--- src/rtl/shift_io_ctrl_pkg.sv ---
// Shared definitions for the shift/IO controller: shift-mode encodings.
package shift_io_ctrl_pkg;

  typedef enum logic [1:0] {
    MODE_SHL  = 2'b00,
    MODE_SHR  = 2'b01,
    MODE_ROTL = 2'b10,
    MODE_HOLD = 2'b11
  } mode_e;

  localparam int unsigned NUM_CHAN = 5;

endpackage

--- src/rtl/shift_io_ctrl_input_cond_chan.sv ---
// One conditioning channel: 2-flop synchroniser, debounce counter, edge pulses.
module input_cond_chan #(
  parameter int DEBOUNCE_CYCLES = 4
) (
  input  logic clk,
  input  logic rst_n,
  input  logic raw,
  output logic cond,
  output logic pos,
  output logic neg
);

  localparam int CW = (DEBOUNCE_CYCLES > 1) ? $clog2(DEBOUNCE_CYCLES) : 1;
  localparam logic [CW-1:0] CNT_LAST = CW'(DEBOUNCE_CYCLES - 1);

  logic          sync1;
  logic          sync2;
  logic          cond_q;
  logic [CW-1:0] cnt;

  always_ff @(posedge clk or negedge rst_n) begin
    if (!rst_n) begin
      sync1  <= 1'b0;
      sync2  <= 1'b0;
      cond   <= 1'b0;
      cond_q <= 1'b0;
      cnt    <= '0;
    end else begin
      sync1  <= raw;
      sync2  <= sync1;
      cond_q <= cond;
      if (sync2 == cond) begin
        cnt <= '0;
      end else if (cnt == CNT_LAST) begin
        cond <= sync2;
        cnt  <= '0;
      end else begin
        cnt <= cnt + 1'b1;
      end
    end
  end

  // Pulses cover the first cycle the new conditioned value is visible.
  assign pos = cond & ~cond_q;
  assign neg = ~cond & cond_q;

endmodule

--- src/rtl/shift_io_ctrl.sv ---
// Conditioned-input shift register with shift/rotate modes, load, counter and LED window.
module shift_io_ctrl
  import shift_io_ctrl_pkg::*;
#(
  parameter int                 WIDTH           = 8,
  parameter int                 LED_W           = 4,
  parameter logic [WIDTH-1:0]   LOAD_VALUE      = WIDTH'(8'hA5),
  parameter int                 DEBOUNCE_CYCLES = 4,
  parameter int                 CNT_W           = 4,
  localparam int                NUM_WIN         = WIDTH / LED_W,
  localparam int                SEL_W           = (NUM_WIN > 1) ? $clog2(NUM_WIN) : 1
) (
  input  logic             clk,
  input  logic             rst_n,
  input  logic             ser_in_raw,
  input  logic             shift_raw,
  input  logic             load_raw,
  input  logic [1:0]       mode_raw,
  input  logic [SEL_W-1:0] led_sel,
  output logic [WIDTH-1:0] pout,
  output logic [LED_W-1:0] led,
  output logic             serial_out,
  output logic [CNT_W-1:0] shift_cnt
);

  logic [NUM_CHAN-1:0] raw_vec;
  logic [NUM_CHAN-1:0] cond_vec;
  logic [NUM_CHAN-1:0] pos_vec;
  logic [NUM_CHAN-1:0] neg_vec;

  assign raw_vec = {mode_raw, load_raw, shift_raw, ser_in_raw};

  for (genvar g = 0; g < NUM_CHAN; g++) begin : g_chan
    input_cond_chan #(
      .DEBOUNCE_CYCLES (DEBOUNCE_CYCLES)
    ) u_chan (
      .clk   (clk),
      .rst_n (rst_n),
      .raw   (raw_vec[g]),
      .cond  (cond_vec[g]),
      .pos   (pos_vec[g]),
      .neg   (neg_vec[g])
    );
  end

  logic       ser_in;
  logic       shift_p;
  logic       load_p;
  mode_e      mode;
  logic [WIDTH-1:0] shifted;

  assign ser_in  = cond_vec[0];
  assign shift_p = pos_vec[1];
  assign load_p  = neg_vec[2];
  assign mode    = mode_e'(cond_vec[4:3]);

  always_comb begin
    shifted = pout;
    case (mode)
      MODE_SHL:  shifted = {pout[WIDTH-2:0], ser_in};
      MODE_SHR:  shifted = {ser_in, pout[WIDTH-1:1]};
      MODE_ROTL: shifted = {pout[WIDTH-2:0], pout[WIDTH-1]};
      default:   shifted = pout;
    endcase
  end

  always_ff @(posedge clk or negedge rst_n) begin
    if (!rst_n) begin
      pout      <= LOAD_VALUE;
      shift_cnt <= '0;
    end else if (load_p) begin
      pout      <= LOAD_VALUE;
      shift_cnt <= '0;
    end else if (shift_p && (mode != MODE_HOLD)) begin
      pout <= shifted;
      if (shift_cnt != '1) shift_cnt <= shift_cnt + 1'b1;
    end
  end

  // Out-of-range window index leaves led at zero.
  always_comb begin
    led = '0;
    for (int unsigned i = 0; i < NUM_WIN; i++) begin
      if (led_sel == SEL_W'(i)) led = pout[i*LED_W +: LED_W];
    end
  end

  assign serial_out = pout[WIDTH-1];

endmodule

--- config.mk ---
export PLATFORM = sky130hd
export DESIGN_NAME = shift_io_ctrl
export DESIGN_NICKNAME = d
export VERILOG_FILES = /design/src/rtl/shift_io_ctrl_pkg.sv /design/src/rtl/shift_io_ctrl_input_cond_chan.sv /design/src/rtl/shift_io_ctrl.sv
export SDC_FILE = /design/constraint.sdc
export NUM_CORES = 1
export LEC_CHECK = 0
export BUFFER_PORTS_ARGS = -buffer_cell sky130_fd_sc_hd__buf_4
export CORE_MARGIN = 3
export CORE_UTILIZATION = 54
export DETAILED_ROUTE_END_ITERATION = 7
export PLACE_DENSITY = 0.75
export SKIP_CTS_REPAIR_TIMING = 1
export SLEW_MARGIN = 20
export SYNTH_ARGS = -nofsm -noshare
export SYNTH_HDL_FRONTEND = slang
export SYNTH_HIERARCHICAL = 1
export SYNTH_SLANG_ARGS = --single-unit
--- constraint.sdc ---
create_clock -name clk -period 2.9 [get_ports clk]
set_input_delay 0.29 -clock clk [delete_from_list [all_inputs] [get_ports clk]]
set_output_delay 0.29 -clock clk [all_outputs]
set_load 0.01 [all_outputs]
==> flow_summary_export.csv, run 1 <==
group,metric,value,unit
outcome,status,"complete, no violations",
synthesis,synth_fp_nets,143,
timing,hold_viol,0,
worst_setup_path,cp_slowest_cell,"dfrtp_1",
floorplanning,die_w,62.8,um
worst_setup_path,critPathCaptureType,"flop",
timing,finalCriticalPeriod,1.78,ns
timing,setup-tns-final,0,ns
power_and_ir_drop,p_sw_share,35.9,%
synthesis,syn_area_per_cell,13.9,sq um
detailed_routing,drtPass1Iterations,4,
floorplanning,dieHeight,62.8,um
worst_setup_path,cp_max_fo,9,
clock_network,cts_root_buffer,"clkbuf_4",
worst_setup_path,worstSetupPathType,"flop to flop",
power_and_ir_drop,internal_power,0.00143,W
detailed_routing,drt-total-wl,2700,um
finish,syn2layout_area_growth,16.8,%
power_and_ir_drop,clkPwrFrac,13.6,%
timing,finalSetupViolations,0,
synthesis,yosysWarnings,6,
worst_setup_path,crit_path_start_kind,"flop",
finish,n_fill_cell,214,
power_and_ir_drop,ir_drop,509,uV
finish,stdcell_count,198,
worst_setup_path,worst_path_dominant_cell_family,"flip-flops",
worst_hold_path,holdCritPathClass,"input port to flop",
synthesis,postSynthCellCount,125,
floorplanning,rows,19,
clock_network,clock_latency,0.34,ns
synthesis,synth_area,0.00174,sq mm
detailed_routing,drc,0,
timing,fmax,0.561,GHz
timing,maxSlewHeadroom,68.8,%
grt,antenna_found_initial,0,
worst_setup_path,worst-path-buf-inv,1,
timing,finalMaxSlewViolations,0,
worst_setup_path,critPathRequiredTime,3.14,ns
timing,rsz0062_at_grt,"no",
place,gp_congestion,0.738,
grt,grt_max_degree,40,
power_and_ir_drop,pwr-share-seq,40.7,%
detailed_routing,vias,1083,
power_and_ir_drop,leakage,0.929,nW
grt,grt_pass1_vias,1073,
detailed_routing,ant_nets,0,
place,placed_cells,188,
worst_setup_path,max_stage_delay,0.45,ns
floorplanning,die-area,0.00394,sq mm
power_and_ir_drop,p_per_area,1100,mW/mm^2
grt,grt_pass1_wl,4900,um
clock_network,cts_sinks,39,
power_and_ir_drop,p_sw,0.000800,W
floorplanning,start_util,60.0,%
worst_setup_path,crit_chain,"inv_1, ha_1, nor2_1, o21ai_4, mux2_4",
place,dp_hpwl,1950,um
timing,skew,0.00357,ns
finish,final_nets,173,
clock_network,clk_path_buf_depth,2,
power_and_ir_drop,pwr-share-comb,45.7,%
detailed_routing,post_drt_via_cell_ratio,5.47,
finish,layout-drive-gt1-share,34.0,%
clock_network,cts_tree,"done",
grt,grt_overflow,0,
place,io_buffers,24,
worst_setup_path,cp.arrival,2.02,ns
detailed_routing,avgRoutedWirePerCell,13.6,um
timing,max_slew.worst_pin.slew,0.468,ns
clock_network,clk_pin_slew_worst_paths,0.10,ns
timing,fin_crit_sh,61.5,%
clock_network,htree_levels,2,
detailed_routing,dr.first_iter.drc_count,50,
floorplanning,core,0.00290,sq mm
grt,grt_use_total,16.6,%
finish,diodes,0,
clock_network,cts_buffers,5,
job,cap_violations,0,
floorplanning,io_pins,25,
==> worst paths after layout <==
kind | startpoint | to | slack (ns) | depth (start not counted)
hold reg to reg | g_chan[3].u_chan/sync1 | g_chan[3].u_chan/sync2 | 0.36 | 0
setup reg to reg | g_chan[3].u_chan/cond | pout[3] | 1.12 | 5
max in group asynchronous | rst_n | pout[0] | 2.11 | 2
hold / removal | load_raw | g_chan[2].u_chan/sync1 | 0.05 | 1
min in group asynchronous | rst_n | shift_cnt[0] | 0.43 | 2
setup / recovery | g_chan[3].u_chan/cond | pout[3] | 1.12 | 5
==> final cells by class <==
type	count	area, sq um	share of cell area, %
multi-input cells	79	714	35.2
flip-flops and latches	39	981	48.3
clock buffers	8	68.8	3.39
inverters	4	15.0	0.739
well taps	42	52.6	2.59
repair buffers	26	200	9.85
==> power groups by stage <==
| stage | registers, W | clock network (W) | logic, W |
|---|---|---|---|
| floorplan | 0.000901 | 0 | 0.000771 |
| global route | 0.000938 | 0.000349 | 0.00113 |
| finish | 0.000906 | 0.000303 | 0.00102 |
| detailed placement | 0.000918 | 0 | 0.00102 |
| CTS | 0.000907 | 0.000321 | 0.00102 |
| global placement | 0.000905 | 0 | 0.000980 |
==> cell usage in the layout, fill, tap and decap left out, types with 3 or more instances in the layout <==
cell / count
a32o_1: 4
dfstp_2: 4
nor2b_1: 8
nor3_2: 5
mux2_2: 5
nor2_1: 5
clkbuf_4: 5
mux2_1: 5
xnor2_1: 5
mux2_4: 4
nor3_1: 3
a32oi_1: 3
ha_1: 10
buf_4: 24
inv_1: 4
dfrtp_1: 35
a22oi_1: 4
==> stage by stage <==
stage                     worst slack, ns  hold WS, ns  instance area [sq um]  power, W  util (%)
after CTS                            1.10       -0.115                   2010   0.00225      69.4
after global placement               1.21        0.271                   1940   0.00189      67.0
after floorplan                      1.27     -0.00559                   1740   0.00167         -
final                                1.12       0.0462                   2030   0.00223      70.1
after detailed placement             1.13        0.280                   1940   0.00194      67.0
after global routing                 1.00      0.00592                   2030   0.00242      70.1
==> routing by layer <==
layer	vias up	share of wire (%)	wire length (um)	GRT usage (%)
met5	-	0	0	0
met4	0	2.4	64	9.37
met3	6	8.2	221	7.37
met2	40	47	1260	24.6
met1	527	43	1150	20.1
li1	510	-	-	-
==> flip-flops by register name (all words and copies together) (netlist names) <==
name	flops
g_chan.u_chan/sync1	5
g_chan.u_chan/cnt	10
shift_cnt	4
g_chan.u_chan/sync2	5
g_chan.u_chan/cond_q	2
pout	8
g_chan.u_chan/cond	5
==> worst reg2reg max path, delay by kind of cell, from the launching register on <==
family                   cells  cell delay, ns
flip-flops                   1            0.45
AO/OA/AOI/OAI                1            0.25
AND/OR/NAND/NOR              1            0.14
multiplexers                 1            0.33
buffers and inverters        1            0.09
adder cells (fa/ha/maj)      1            0.44
(Power assumes the default switching activity.)
==> run 2: changes to the inputs <==
ABC_AREA = 1   (was not set)
CORE_UTILIZATION = 51   (was 54)
PLACE_DENSITY = 0.74   (was 0.75)
clock period = 1.5 ns   (was 2.9 ns; I/O delays follow)
==> flow_summary_export.csv, run 2 <==
group,metric,value,unit
finish,largest_reg_flops,10,
place,gp_congestion,0.913,
floorplanning,die_w,66.0,um
floorplanning,core,0.00339,sq mm
detailed_routing,vias,1407,
timing,fmax,0.704,GHz
clock_network,cts_buffers,5,
detailed_routing,drt-total-wl,3240,um
clock_network,clock_latency,0.34,ns
synthesis,yosysWarnings,6,
detailed_routing,drtPass1Iterations,5,
power_and_ir_drop,ir_drop,1050,uV
outcome,status,"complete, no violations",
timing,finalSetupViolations,0,
detailed_routing,avgRoutedWirePerCell,10.8,um
power_and_ir_drop,leakage,1.19,nW
clock_network,clk_path_buf_depth,2,
power_and_ir_drop,finalPower,0.00439,W
timing,max_slew.worst_pin.slew,0.480,ns
grt,grt_use_total,17.0,%
worst_setup_path,cp_max_fo,5,
worst_setup_path,cp.arrival,1.27,ns
worst_setup_path,reg2reg_from,"g_chan[3].u_chan/cond",
timing,whs,0.306,ns
finish,syn2layout_area_growth,21.8,%
finish,regMostFlops,"g_chan.u_chan/cnt",
finish,mostFrequentLayoutCell,"nand2_1",
worst_setup_path,reg2reg_slack,0.16,ns
worst_setup_path,crit_path_start_kind,"flop",
detailed_routing,post_drt_via_cell_ratio,4.67,
synthesis,postSynthCellCount,216,
detailed_routing,dr.first_iter.drc_count,125,
grt,grt_pass1_vias,1300,
power_and_ir_drop,p_per_area,1960,mW/mm^2
place,dp_hpwl,2280,um
floorplanning,die-area,0.00435,sq mm
worst_setup_path,critPathRequiredTime,1.35,ns
floorplanning,dieHeight,66.0,um
timing,rsz0062_at_grt,"no",
synthesis,synth_fp_nets,234,
detailed_routing,ant_nets,0,
grt,antenna_found_initial,0,
grt,grt_overflow,0,
grt,grt_pass1_wl,5570,um
worst_setup_path,critPathCaptureType,"output port",
job,cap_violations,0,
timing,finalCriticalPeriod,1.42,ns
worst_hold_path,holdCritPathClass,"input port to asynchronous set/reset pin",
finish,largestRegisters,"g_chan.u_chan/cnt (10), pout (8)",
clock_network,clk_pin_slew_worst_paths,0.11,ns
timing,skew,0.00694,ns
finish,final_nets,272,
worst_setup_path,worstSetupPathType,"flop to output port",
detailed_routing,drc,0,
finish,final_cell_mix,"nand2_1 (79), dfrtp_1 (35), inv_1 (29), buf_4 (27), nor2_1 (15)",
worst_setup_path,r2r-end,"pout[2]",
finish,layout-drive-gt1-share,18.4,%
clock_network,cts_sinks,39,
floorplanning,start_util,54.2,%
place,io_buffers,24,
timing,fin_crit_sh,94.6,%
timing,finalMaxSlewViolations,0,
floorplanning,rows,21,
clock_network,htree_levels,2,
timing,hold_viol,0,
clock_network,cts_root_buffer,"clkbuf_4",
synthesis,synth_area,0.00184,sq mm
timing,maxSlewHeadroom,68.0,%
grt,grt_max_degree,40,
floorplanning,io_pins,25,
synthesis,syn_area_per_cell,8.50,sq um
worst_setup_path,reg2reg_depth,7,
finish,diodes,0,
clock_network,cts_tree,"done",
## run 2: worst max path at each step
stage	to	depth (start not counted)	slack, ns	startpoint
2_1_floorplan	pout[0]	9	0.18	g_chan[3].u_chan/cond
3_3_place_gp	pout[2]	8	0.10	g_chan[3].u_chan/cond
3_5_place_dp	pout[4]	7	0.08	g_chan[3].u_chan/cond
4_1_cts	led[2]	3	-0.003	pout[2]
5_1_grt	led[1]	3	0.02	pout[5]
6_report	led[1]	3	0.08	pout[5]
## run 2: critical path: stages (launching register included)
cell and delay [ns]:
dfstp_2 0.60, inv_1 0.08, a21oi_1 0.13, buf_4 0.13
## run 2: stage by stage
step / worst slack (ns) / cells / util (%) / setup TNS [ns] / area [sq um]
after floorplan: 0.175 / 216 / - / 0 / 1840
after global placement: 0.103 / 286 / 61.1 / 0 / 2070
after detailed placement: 0.0833 / 286 / 61.1 / 0 / 2070
after CTS: -0.00265 / 294 / 63.6 / -0.00265 / 2160
after global routing: 0.0228 / 301 / 66.0 / 0 / 2240
final: 0.0805 / 301 / 66.0 / 0 / 2240
## run 2: layout make-up
| type | instances | area (sq um) |
|---|---|---|
| sequential | 39 | 981 |
| fill | 302 | 1150 |
| clock inverter | 2 | 35.0 |
| inverter | 32 | 128 |
| tap | 46 | 57.6 |
| timing repair buffer | 33 | 263 |
| clock buffer | 6 | 51.3 |
| multi-input combinational | 143 | 721 |
## run 2: power breakdown
part	switching [W]	internal, W
clock network	0.000326	0.000394
registers	0.000264	0.00141
logic	0.00116	0.000842
## run 2: layer usage
metal / vias to the layer above / routed length [um] / track usage [%]
met5: - / 0 / 0
met4: 0 / 54 / 7.61
met3: 7 / 164 / 5.27
met2: 33 / 1600 / 28.7
met1: 629 / 1430 / 19.7
li1: 738 / - / -
==> run 3: changes to the inputs <==
ABC_AREA = not set   (was 1)
PLACE_DENSITY = 0.75   (was 0.74)
==> flow_summary_export.csv, run 3 (synthesis results as in run 1) <==
group,metric,value,unit
place,dp_hpwl,2290,um
detailed_routing,vias,1198,
clock_network,clk_pin_slew_worst_paths,0.10,ns
finish,regMostFlops,"g_chan.u_chan/cnt",
floorplanning,die-area,0.00415,sq mm
worst_hold_path,holdCritPathClass,"input port to asynchronous set/reset pin",
job,cap_violations,0,
place,gp_congestion,0.834,
detailed_routing,dr.first_iter.drc_count,44,
detailed_routing,drt-total-wl,3350,um
worst_setup_path,crit_path_start_kind,"flop",
worst_setup_path,critPathRequiredTime,1.73,ns
clock_network,cts_sinks,39,
timing,hold_viol,0,
timing,fin_crit_sh,103,%
finish,seq_area,981,sq um
timing,finalCriticalPeriod,1.54,ns
power_and_ir_drop,leakage,1.00,nW
detailed_routing,ant_nets,0,
power_and_ir_drop,ir_drop,946,uV
detailed_routing,drc,0,
timing,finalMaxSlewViolations,0,
outcome,failed_checks,"negative setup slack",
finish,final_nets,190,
finish,largest_reg_flops,10,
worst_setup_path,critPathCaptureType,"flop",
timing,rsz0062_at_grt,"yes",
finish,n_fill_cell,247,
place,io_buffers,24,
floorplanning,dieHeight,64.4,um
timing,finalSetupViolations,4,
clock_network,cts_tree,"done",
finish,layout-drive-gt1-share,41.6,%
timing,skew,0.00155,ns
timing,max_slew.worst_pin.slew,0.468,ns
finish,largestRegisters,"g_chan.u_chan/cnt (10), pout (8)",
floorplanning,start_util,55.2,%
clock_network,clock_latency,0.34,ns
grt,grt_pass1_vias,1220,
finish,final_cell_mix,"buf_4 (37), dfrtp_1 (35), nor2b_1 (8), ha_1 (7), dlygate4sd3_1 (6)",
grt,grt_overflow,0,
worst_setup_path,worstSetupPathType,"flop to flop",
worst_setup_path,cp_max_fo,6,
clock_network,cts_root_buffer,"clkbuf_4",
floorplanning,rows,20,
clock_network,htree_levels,2,
floorplanning,die_w,64.4,um
grt,antenna_found_initial,0,
detailed_routing,drtPass1Iterations,4,
detailed_routing,avgRoutedWirePerCell,15.4,um
finish,diodes,0,
floorplanning,io_pins,25,
timing,maxSlewHeadroom,68.8,%
detailed_routing,post_drt_via_cell_ratio,5.52,
worst_setup_path,cp.arrival,1.77,ns
clock_network,cts_buffers,5,
timing,fmax,0.650,GHz
outcome,status,"finished, violations left",
timing,layout_setup_ws,-0.0379,ns
grt,grt_max_degree,40,
grt,grt_pass1_wl,5650,um
finish,multi_input_area,761,sq um
finish,syn2layout_area_growth,26.3,%
grt,grt_use_total,18.1,%
finish,mostFrequentLayoutCell,"buf_4",
finish,utilization,69.7,%
timing,whs,0.302,ns
power_and_ir_drop,p_per_area,2160,mW/mm^2
floorplanning,core,0.00315,sq mm
clock_network,clk_path_buf_depth,2,
==> run 3: metal layers <==
layer	part of all wire [%]	track usage (%)	routed length, um
met3	4.9	5.89	163
met5	0	0	0
met2	54	31.2	1800
met4	1.6	6.60	52
met1	40	21.0	1330
==> run 3: report_power, final <==
| group | internal, W | total (W) | switching [W] |
|---|---|---|---|
| sequential | 0.00143 | 0.00175 | 0.000327 |
| clock | 0.000187 | 0.000497 | 0.000310 |
| combinational | 0.00140 | 0.00250 | 0.00110 |
==> run 3: worst paths after layout <==
check | from | end | slack, ns | cells after the start
min in group clk | g_chan[1].u_chan/sync1 | g_chan[1].u_chan/sync2 | 0.36 | 0
min | rst_n | shift_cnt[1] | 0.30 | 2
max reg2reg | g_chan[4].u_chan/cond | pout[3] | -0.04 | 5
min reg2reg | g_chan[1].u_chan/sync1 | g_chan[1].u_chan/sync2 | 0.36 | 0
max | g_chan[4].u_chan/cond | pout[3] | -0.04 | 5
max in group asynchronous | rst_n | pout[7] | 0.85 | 2
==> run 3: per-stage QoR <==
stage | setup WS (ns) | instances | power, W | area, sq um | setup TNS, ns
2_1_floorplan | -0.126 | 125 | 0.00323 | 1740 | -0.504
3_5_place_dp | -0.146 | 202 | 0.00406 | 2040 | -0.769
5_1_grt | -0.132 | 217 | 0.00515 | 2200 | -0.951
4_1_cts | -0.180 | 210 | 0.00457 | 2080 | -1.08
3_3_place_gp | -0.0822 | 202 | 0.00390 | 2040 | -0.404
6_report | -0.0379 | 217 | 0.00475 | 2200 | -0.136
==> run 3: area by class of cell <==
type | instances | area share (%)
clock buffers | 8 | 2.22
inverters | 4 | 0.683
multi-input cells | 79 | 34.6
flip-flops and latches | 39 | 44.6
well taps | 44 | 2.50
repair buffers | 43 | 15.4
==> run 3: worst max-delay path, stage by stage, from the launching register on <==
cell     delay [ns]
dfrtp_1        0.42
inv_2          0.08
ha_4           0.31
nor2_2         0.07
o21ai_4        0.23
mux2_4         0.33
